[config.mk]
export PLATFORM = sky130hd
export DESIGN_NAME = conv_wb_buffer
export DESIGN_NICKNAME = d
export VERILOG_FILES = /design/src/rtl/conv_wb_buffer.sv
export SDC_FILE = /design/constraint.sdc
export NUM_CORES = 1
export LEC_CHECK = 0
export ABC_CLOCK_PERIOD_IN_PS = 13400
export CAP_MARGIN = 20
export CORE_MARGIN = 1
export CORE_UTILIZATION = 30
export CTS_BUF_LIST = sky130_fd_sc_hd__clkbuf_4 sky130_fd_sc_hd__clkbuf_8 sky130_fd_sc_hd__clkbuf_16
export DETAILED_ROUTE_END_ITERATION = 10
export GPL_TIMING_DRIVEN = 0
export PLACE_DENSITY_LB_ADDON = 0.2
export SKIP_LAST_GASP = 1
export SLEW_MARGIN = 20
export SYNTH_ARGS = -nofsm -noshare
export SYNTH_HDL_FRONTEND = slang
export SYNTH_SLANG_ARGS = --single-unit
[constraint.sdc]
create_clock -name clk -period 13.4 [get_ports clk]
set_input_delay 1.34 -clock clk [delete_from_list [all_inputs] [get_ports clk]]
set_output_delay 1.34 -clock clk [all_outputs]
set_load 0.005 [all_outputs]
[src/rtl/conv_wb_buffer.sv]
// conv_wb_buffer: write-back FIFO between conv2d and the shared image memory.
// Result writes from conv2d are queued, then drained one entry per granted
// cycle through a req/gnt port. Committed pixels are counted so that a single
// frame_done pulse marks the landing of the last pixel of an IMG_W x IMG_H frame.
module conv_wb_buffer #(
    parameter int IMG_W = 50,
    parameter int IMG_H = 50,
    parameter int AW    = 17,
    parameter int DW    = 12,
    parameter int DEPTH = 8
) (
    input  logic                     clk,
    input  logic                     rst,
    input  logic                     start,
    input  logic                     in_we,
    input  logic [AW-1:0]            in_addr,
    input  logic [DW-1:0]            in_data,
    output logic                     mem_req,
    input  logic                     mem_gnt,
    output logic                     mem_we,
    output logic [AW-1:0]            mem_addr,
    output logic [DW-1:0]            mem_data,
    output logic [$clog2(DEPTH):0]   level,
    output logic                     frame_done,
    output logic                     overflow,
    output logic                     addr_err
);

    localparam int PIX = IMG_W * IMG_H;
    localparam int PW  = $clog2(DEPTH);
    localparam int LW  = PW + 1;
    localparam int CW  = $clog2(PIX + 1);

    localparam logic [AW-1:0] PIX_A      = AW'(PIX);
    localparam logic [CW-1:0] PIX_C      = CW'(PIX);
    localparam logic [CW-1:0] PIX_LAST_C = CW'(PIX - 1);
    localparam logic [LW-1:0] DEPTH_L    = LW'(DEPTH);

    // Entry storage; contents are only meaningful between rd_ptr and wr_ptr,
    // so it carries no reset.
    logic [AW-1:0] addr_mem [DEPTH];
    logic [DW-1:0] data_mem [DEPTH];

    logic [PW-1:0] rd_ptr;
    logic [PW-1:0] wr_ptr;
    logic [CW-1:0] count;

    logic          in_range;
    logic          push_ok;
    logic          full;
    logic          pop;
    logic          push_acc;
    logic          wr_en;
    logic [PW-1:0] wr_idx;

    // Push/pop qualification. A full FIFO still accepts a push when the head
    // leaves in the same cycle; start flushes first, so its push always fits.
    always_comb begin
        in_range = in_addr < PIX_A;
        push_ok  = in_we & in_range;
        full     = (level == DEPTH_L);
        pop      = mem_req & mem_gnt;
        push_acc = push_ok & (~full | pop);
        wr_en    = start ? push_ok : push_acc;
        wr_idx   = start ? '0 : wr_ptr;
    end

    // Memory-side view of the head entry; held at zero while empty so the
    // port is quiet after reset or flush.
    always_comb begin
        mem_req  = (level != '0);
        mem_we   = pop;
        mem_addr = mem_req ? addr_mem[rd_ptr] : '0;
        mem_data = mem_req ? data_mem[rd_ptr] : '0;
    end

    // Entry write at the tail (slot 0 when the same cycle flushes).
    always_ff @(posedge clk) begin
        if (wr_en) begin
            addr_mem[wr_idx] <= in_addr;
            data_mem[wr_idx] <= in_data;
        end
    end

    // Pointers, occupancy, commit counter and status flags.
    always_ff @(posedge clk) begin
        if (rst) begin
            rd_ptr     <= '0;
            wr_ptr     <= '0;
            level      <= '0;
            count      <= '0;
            frame_done <= 1'b0;
            overflow   <= 1'b0;
            addr_err   <= 1'b0;
        end else if (start) begin
            rd_ptr     <= '0;
            wr_ptr     <= push_ok ? PW'(1) : '0;
            level      <= push_ok ? LW'(1) : '0;
            count      <= '0;
            frame_done <= 1'b0;
            overflow   <= 1'b0;
            addr_err   <= in_we & ~in_range;
        end else begin
            if (push_acc) begin
                wr_ptr <= wr_ptr + PW'(1);
            end
            if (pop) begin
                rd_ptr <= rd_ptr + PW'(1);
            end
            case ({push_acc, pop})
                2'b10:   level <= level + LW'(1);
                2'b01:   level <= level - LW'(1);
                default: level <= level;
            endcase
            // The counter saturates at a full frame, so later commits never
            // produce a second pulse.
            if (pop && (count != PIX_C)) begin
                count <= count + CW'(1);
            end
            frame_done <= pop && (count == PIX_LAST_C);
            if (push_ok && !push_acc) begin
                overflow <= 1'b1;
            end
            if (in_we && !in_range) begin
                addr_err <= 1'b1;
            end
        end
    end

endmodule

==> results.md, run 1 <==
* Detailed-route via count at between 5,000 and 6,000
* Post-synth EDFFs at roughly 230
* Max_cap viols at 0
* Final ANT Viol Nets at 0
* Area added between synthesis and finish at 22.7%
* Final hold vios at 0
* Die height at between 150 and 200 microns
* Critical path arrival at 3.39 ns
* Top delay family on crit path: buffers and inverters
* Setup Buffers After CTS at 0
* Final period utilization at 0.353
* Final min period at 4.73 ns
* Clock Sinks at 260
* Count of input and output buffers at 71
* Cell mode on critical path: clkbuf_1
* Vias in the first global route at ~5,800
* CP Capture Type: output port
* Reg2reg path depth at 9
* Nets at just over 700
* Critical path launch point type: flop
* Cell at the slowest stage of the critical path: nor4_1
* First-pass GRT wire length at about 35,000 microns
* Met2 Usage GRT at 0.225
* Min-delay src: count[11]$_SDFFE_PP0P_
* Ports at 72
* GRT Total Usage at 0.133
* Met1 usage at 0.178
* Reg2reg start: level[2]$_SDFFE_PP0P_
* H-tree levels at 1
* Storage element area at 7530 sq um
* Std cell rows at 67
* Synthesized area at approximately 10,000 sq um
* Yosys Warn Count at 0
* Core Area at about 34,000 sq um
* Most Crowded Layer GR: met2
* Die ar. at 35,000 sq um
* Critical path cell sequence: nor4_1, clkbuf_1, clkbuf_1, nor2_1, clkdlybuf4s50_1
* Routability congestion estimate from global placement at about 0.77
* Post-CTS sizing at 0
* Critical Path Start: level[2]$_SDFFE_PP0P_
* Layout fillers at roughly 3,100
* Clk_skew at ~0.010 ns
* LEAKAGE at 0.00389 uW
* Synth Net Count at roughly 590
* Primary FF master, synth: edfxtp_1
* Worst path depth at 5
* Post-synthesis cell type count at 47
* Avg Inst Size Synth at roughly 19 sq um
* Area leader, netlist: edfxtp_1
* Area of the multi-input gates at 2660 sq um
* DR DRC count at 0
* Met3 Use GR at 0.0221
* Register bit total from synthesis at 260
* Post-CTS Hold Fix Bufs at 0
* Clk pin slew, worst setup/hold paths at roughly 0.050 ns
* Starting Density at 0.306
* Worst path bufs/invs at 3
* Final setup viols at 0
* WL/cell at roughly 20 microns
* Via/cell ratio at between 4 and 5
* Async SR Flop Fraction at 0
* Die X at around 190 microns
* Proportion of layout cells with a drive suffix above 1 at 0.205
* Worst min path class: flop to flop
* Max Clock Freq at between 0.2 and 0.25 GHz
* Root Buffer: clkbuf_16
* CP Class: flop to output port
* CTS Buf Count at 28
* Final wirelength at 22,900 microns
* Largest net degree at the start of global routing at 22
* Clk buf depth at 3
* Final Slew Violations at 0
* Worst vdd ir at about 0.000096 V
* CP peak stage delay at 0.73 ns
* TritonCTS clock tree: built
* Worst-Margin Slew at between 0.9 and 1 ns
* Initial drt markers at around 400
* Worst-path fanout max at 10
* N_diodes at 0
* RSZ-0062 raised after global routing: no
* Post-synth top area share at 0.677
* Initial antenna violation count at 0
* Worst hold margin at ~0.48 ns
* Slew HR at 0.334
* Power Dens Cells at between 100 and 150 nW/um^2
* Post-Synthesis Cells at 552
* First-pass DRT Iterations at 5
* Hold path cells at 2
* Critical path data required time at about 12 ns
* Clock latency on the worst-skew pair at 0.53 ns
* Ranking of synthesized cells by area: edfxtp_1 (68%), mux4_2 (13%), dfxtp_1 (5.4%), mux2i_1 (3.3%), nor2_1 (1.7%)
* Setup TNS at 0 ns
* Congestion Overflow GR at 0
* Seq/Total Area, Yosys at 0.731
* Hpwl dp at 15,000 microns
* Outcome: completed
worst min-delay path: cells and delay by family, from the launching register on:
kind | cells | cell delay [ns]
DFF | 1 | 0.31
muxes | 1 | 0.06
and+or+nand+nor | 1 | 0.05
sequential cells by signal (all words and copies together) (netlist names), named ones only:
| name | flops |
|---|---|
| level | 4 |
| addr_mem | 136 |
| overflow | 1 |
| frame_done | 1 |
| wr_ptr | 3 |
| addr_err | 1 |
| count | 12 |
| data_mem | 96 |
| rd_ptr | 3 |
worst paths after layout:
check                           end  slack (ns)
min          count[11]$_SDFFE_PP0P_        0.48
max                     mem_data[6]        8.67
min reg2reg  count[11]$_SDFFE_PP0P_        0.48
max reg2reg   level[2]$_SDFFE_PP0P_       10.53
layout by cell type (no fill, tap or decap), types with 4 or more instances in the layout:
cell / n
inv_1: 8
buf_12: 5
or3_1: 7
nand3_1: 7
buf_2: 9
clkinv_2: 4
nand2_1: 19
nor3_1: 8
clkbuf_16: 29
a21oi_1: 12
buf_4: 8
ha_1: 6
nor2_1: 47
mux4_2: 58
xnor2_1: 7
buf_6: 4
clkdlybuf4s50_1: 71
buf_1: 6
dfxtp_1: 28
clkbuf_4: 5
edfxtp_1: 232
clkbuf_1: 12
clkinv_1: 9
nor4_1: 6
o21ai_0: 8
mux2i_1: 34
stage by stage:
stage	power, uW	cell area [sq um]	utilization	setup slack (ns)	std cells
5_1_grt	1660	12600	0.376	8.44	1139
4_1_cts	1630	12600	0.376	8.51	1139
3_3_place_gp	930	11600	0.344	2.70	1071
6_report	1610	12600	0.376	8.67	1139
3_5_place_dp	932	11800	0.351	8.44	1091
2_1_floorplan	907	10300	-	7.58	552
cell usage after synthesis, types with 2 or more instances:
master	n
dfxtp_1	28
a211oi_1	2
nor4_1	6
nor3_1	10
a31oi_1	2
nand3_1	7
buf_2	6
nor2_1	47
o21ai_0	8
nand2b_1	2
edfxtp_1	232
and3_1	2
a21oi_1	12
buf_1	6
clkbuf_1	12
o31ai_1	2
or4_2	2
mux4_2	58
nand3b_1	2
xnor2_1	7
mux2i_1	34
nand4_1	2
nand2_1	19
ha_1	6
or3_1	7
o211ai_1	2
inv_1	8
and3b_1	2
report_power, final:
group,switching (uW),internal [uW]
combinational,18.0,13.5
clock,294,399
sequential,0.360,882
total,312,1300
layer usage:
metal,up-vias,routed length (microns)
met4,0,418
met2,142,11400
met3,31,1000
li1,2459,-
met5,-,0
met1,2779,10100
cell type report:
class / instances / area share
multi-input combinational: 260 / 0.211
clock inverter: 14 / 0.00485
sequential: 260 / 0.596
tap: 448 / 0.0444
timing repair buffer: 91 / 0.0737
buffer: 24 / 0.00773
inverter: 8 / 0.00238
clock buffer: 34 / 0.0604
cells by family after synthesis:
logic type	after synthesis	share of synthesized area
compound gates	36	0.0224
xor+xnor	8	0.00681
fa+ha+maj	7	0.00924
buf+inv	32	0.0124
flops	260	0.731
mux	92	0.160
simple gates	117	0.0578
Power figures use the tool's default switching activity.
==> run 2: changes to the inputs <==
- ABC_CLOCK_PERIOD_IN_PS: 13400 -> 4590
- clock period: 13.4 -> 4.59 ns (I/O delays scaled with it)
==> results.md, run 2 (same netlist as run 1, synthesis figures left out) <==
* Outcome: completed
* Cell mode on critical path: buf_1
* Largest net degree at the start of global routing at 18
* Via/cell ratio at about 4.7
* LEAKAGE at around 0.0039 uW
* Critical path data required time at around 4.1 ns
* Worst min path class: flop to flop
* Critical path launch point type: flop
* Final wirelength at 23,000 microns
* Power Dens Cells at ~380 nW/um^2
* RSZ-0062 raised after global routing: no
* Worst-Margin Slew at 1.07 ns
* TritonCTS clock tree: built
* Routability congestion estimate from global placement at between 0.7 and 0.8
* Vias in the first global route at between 5,000 and 6,000
* Top delay family on crit path: buffers and inverters
* CTS Buf Count at 27
* Nets at 710
* Initial antenna violation count at 0
* Starting Density at 0.306
* WL/cell at between 20 and 25 microns
* Overall Power at between 4000 and 5000 uW
* Final Slew Violations at 0
* Setup TNS at 0 ns
* Final hold vios at 0
* Final ANT Viol Nets at 0
* Final min period at 3.95 ns
* Final period utilization at 0.860
* Layout fillers at approximately 3,100
* Proportion of layout cells with a drive suffix above 1 at 0.208
* Die ar. at roughly 35,000 sq um
* DR DRC count at 0
* CP Capture Type: output port
* Max Clock Freq at approximately 0.25 GHz
* CP Class: flop to output port
* Post-CTS Hold Fix Bufs at 0
* Area added between synthesis and finish at 23.6%
* Slew HR at 0.288
* Worst vdd ir at between 0.0002 and 0.00025 V
* Std cell rows at 67
* Biggest regs: addr_mem: 136 flops, data_mem: 96 flops, count: 12 flops
* Max_cap viols at 0
* Clk_skew at 0.0131 ns
* Root Buffer: clkbuf_16
* N_diodes at 0
* Clock Sinks at 260
* Worst path bufs/invs at 3
* Count of input and output buffers at between 70 and 80
* Clk buf depth at 3
* Core Area at between 30,000 and 40,000 sq um
* Critical path cell sequence: buf_1, buf_1, mux4_2, mux2i_1, nor2_1, clkdlybuf4s50_1
* Post-CTS sizing at 0
* H-tree levels at 1
* First-pass GRT wire length at 35,700 microns
* Initial drt markers at roughly 310
* Clk pin slew, worst setup/hold paths at roughly 0.060 ns
* Top reg by flops: addr_mem
* Clock latency on the worst-skew pair at about 0.52 ns
* Final setup viols at 0
* Die height at around 190 microns
* Worst-path fanout max at 10
* Most frequent cells in the layout: edfxtp_1 (232), clkdlybuf4s50_1 (71), mux4_2 (58), nor2_1 (47), mux2i_1 (34)
* Detailed-route via count at ~5,400
* CP peak stage delay at 0.69 ns
* Critical path arrival at 3.49 ns
* Ports at between 70 and 80
* First-pass DRT Iterations at 4
* Commonest non-fill, non-tap cell in the layout: edfxtp_1
* Congestion Overflow GR at 0
* Die X at 187 microns
* Cell at the slowest stage of the critical path: buf_1
* Hpwl dp at between 15,000 and 20,000 microns
* GRT Total Usage at 0.135
* Worst hold margin at ~0.48 ns
* Setup Buffers After CTS at 0
* Max reg flops at 136
run 2: cell types whose count changed in the layout (fill, tap and decap cells not counted), moves of 2 or more:
cell and delta:
buf_12 -4, buf_16 +4, buf_2 -3, bufinv_16 +3, clkbuf_16 -2, clkbuf_4 +3, clkinv_1 -3
run 2: layer usage:
layer  GRT usage  vias to the layer above  share of wire
li1            -                     2456              -
met1       0.176                     2758           0.43
met2       0.233                      129           0.50
met3      0.0236                       35          0.048
met4      0.0334                        0          0.021
met5           0                        -              0
run 2: final timing paths:
path	from	to	slack (ns)	cells past startpoint
max	flop	mem_addr[7]	0.64	6
min	count[11]$_SDFFE_PP0P_	count[11]$_SDFFE_PP0P_	0.48	2
max reg2reg	level[2]$_SDFFE_PP0P_	level[2]$_SDFFE_PP0P_	1.64	9
min reg2reg	count[11]$_SDFFE_PP0P_	count[11]$_SDFFE_PP0P_	0.48	2
run 2: cell type report:
class                   instances  area, sq um  share of cell area
well taps                     448          561              0.0441
repair buffers                 88          953              0.0750
clock inverters                12          128              0.0100
inverters                       8         30.0             0.00236
flip-flops and latches        260         7530               0.592
multi-input cells             260         2670               0.210
plain buffers                  24         98.8             0.00777
clock buffers                  36          749              0.0589
run 2: worst min-delay path, stage by stage, from the launching register on:
cell and delay (ns):
dfxtp_1 0.32, nand2_1 0.05, mux2i_1 0.05
run 2: where the power goes:
part           internal [uW]  leakage (uW)  total, uW  switching (uW)
clock network           1310      0.000440       2140             837
logic                   39.5       0.00117       92.4            52.9
registers               2580       0.00231       2580           0.993
total                   3920       0.00392       4810             891
run 2: stage by stage:
stage,worst slack (ns),cell area [sq um],utilization,std cells
after CTS,0.493,12700,0.378,1136
after global placement,-2.87,11600,0.344,1071
final,0.643,12700,0.378,1136
after global routing,0.408,12700,0.378,1136
after detailed placement,0.507,11800,0.352,1088
after floorplan,0.769,10300,-,552
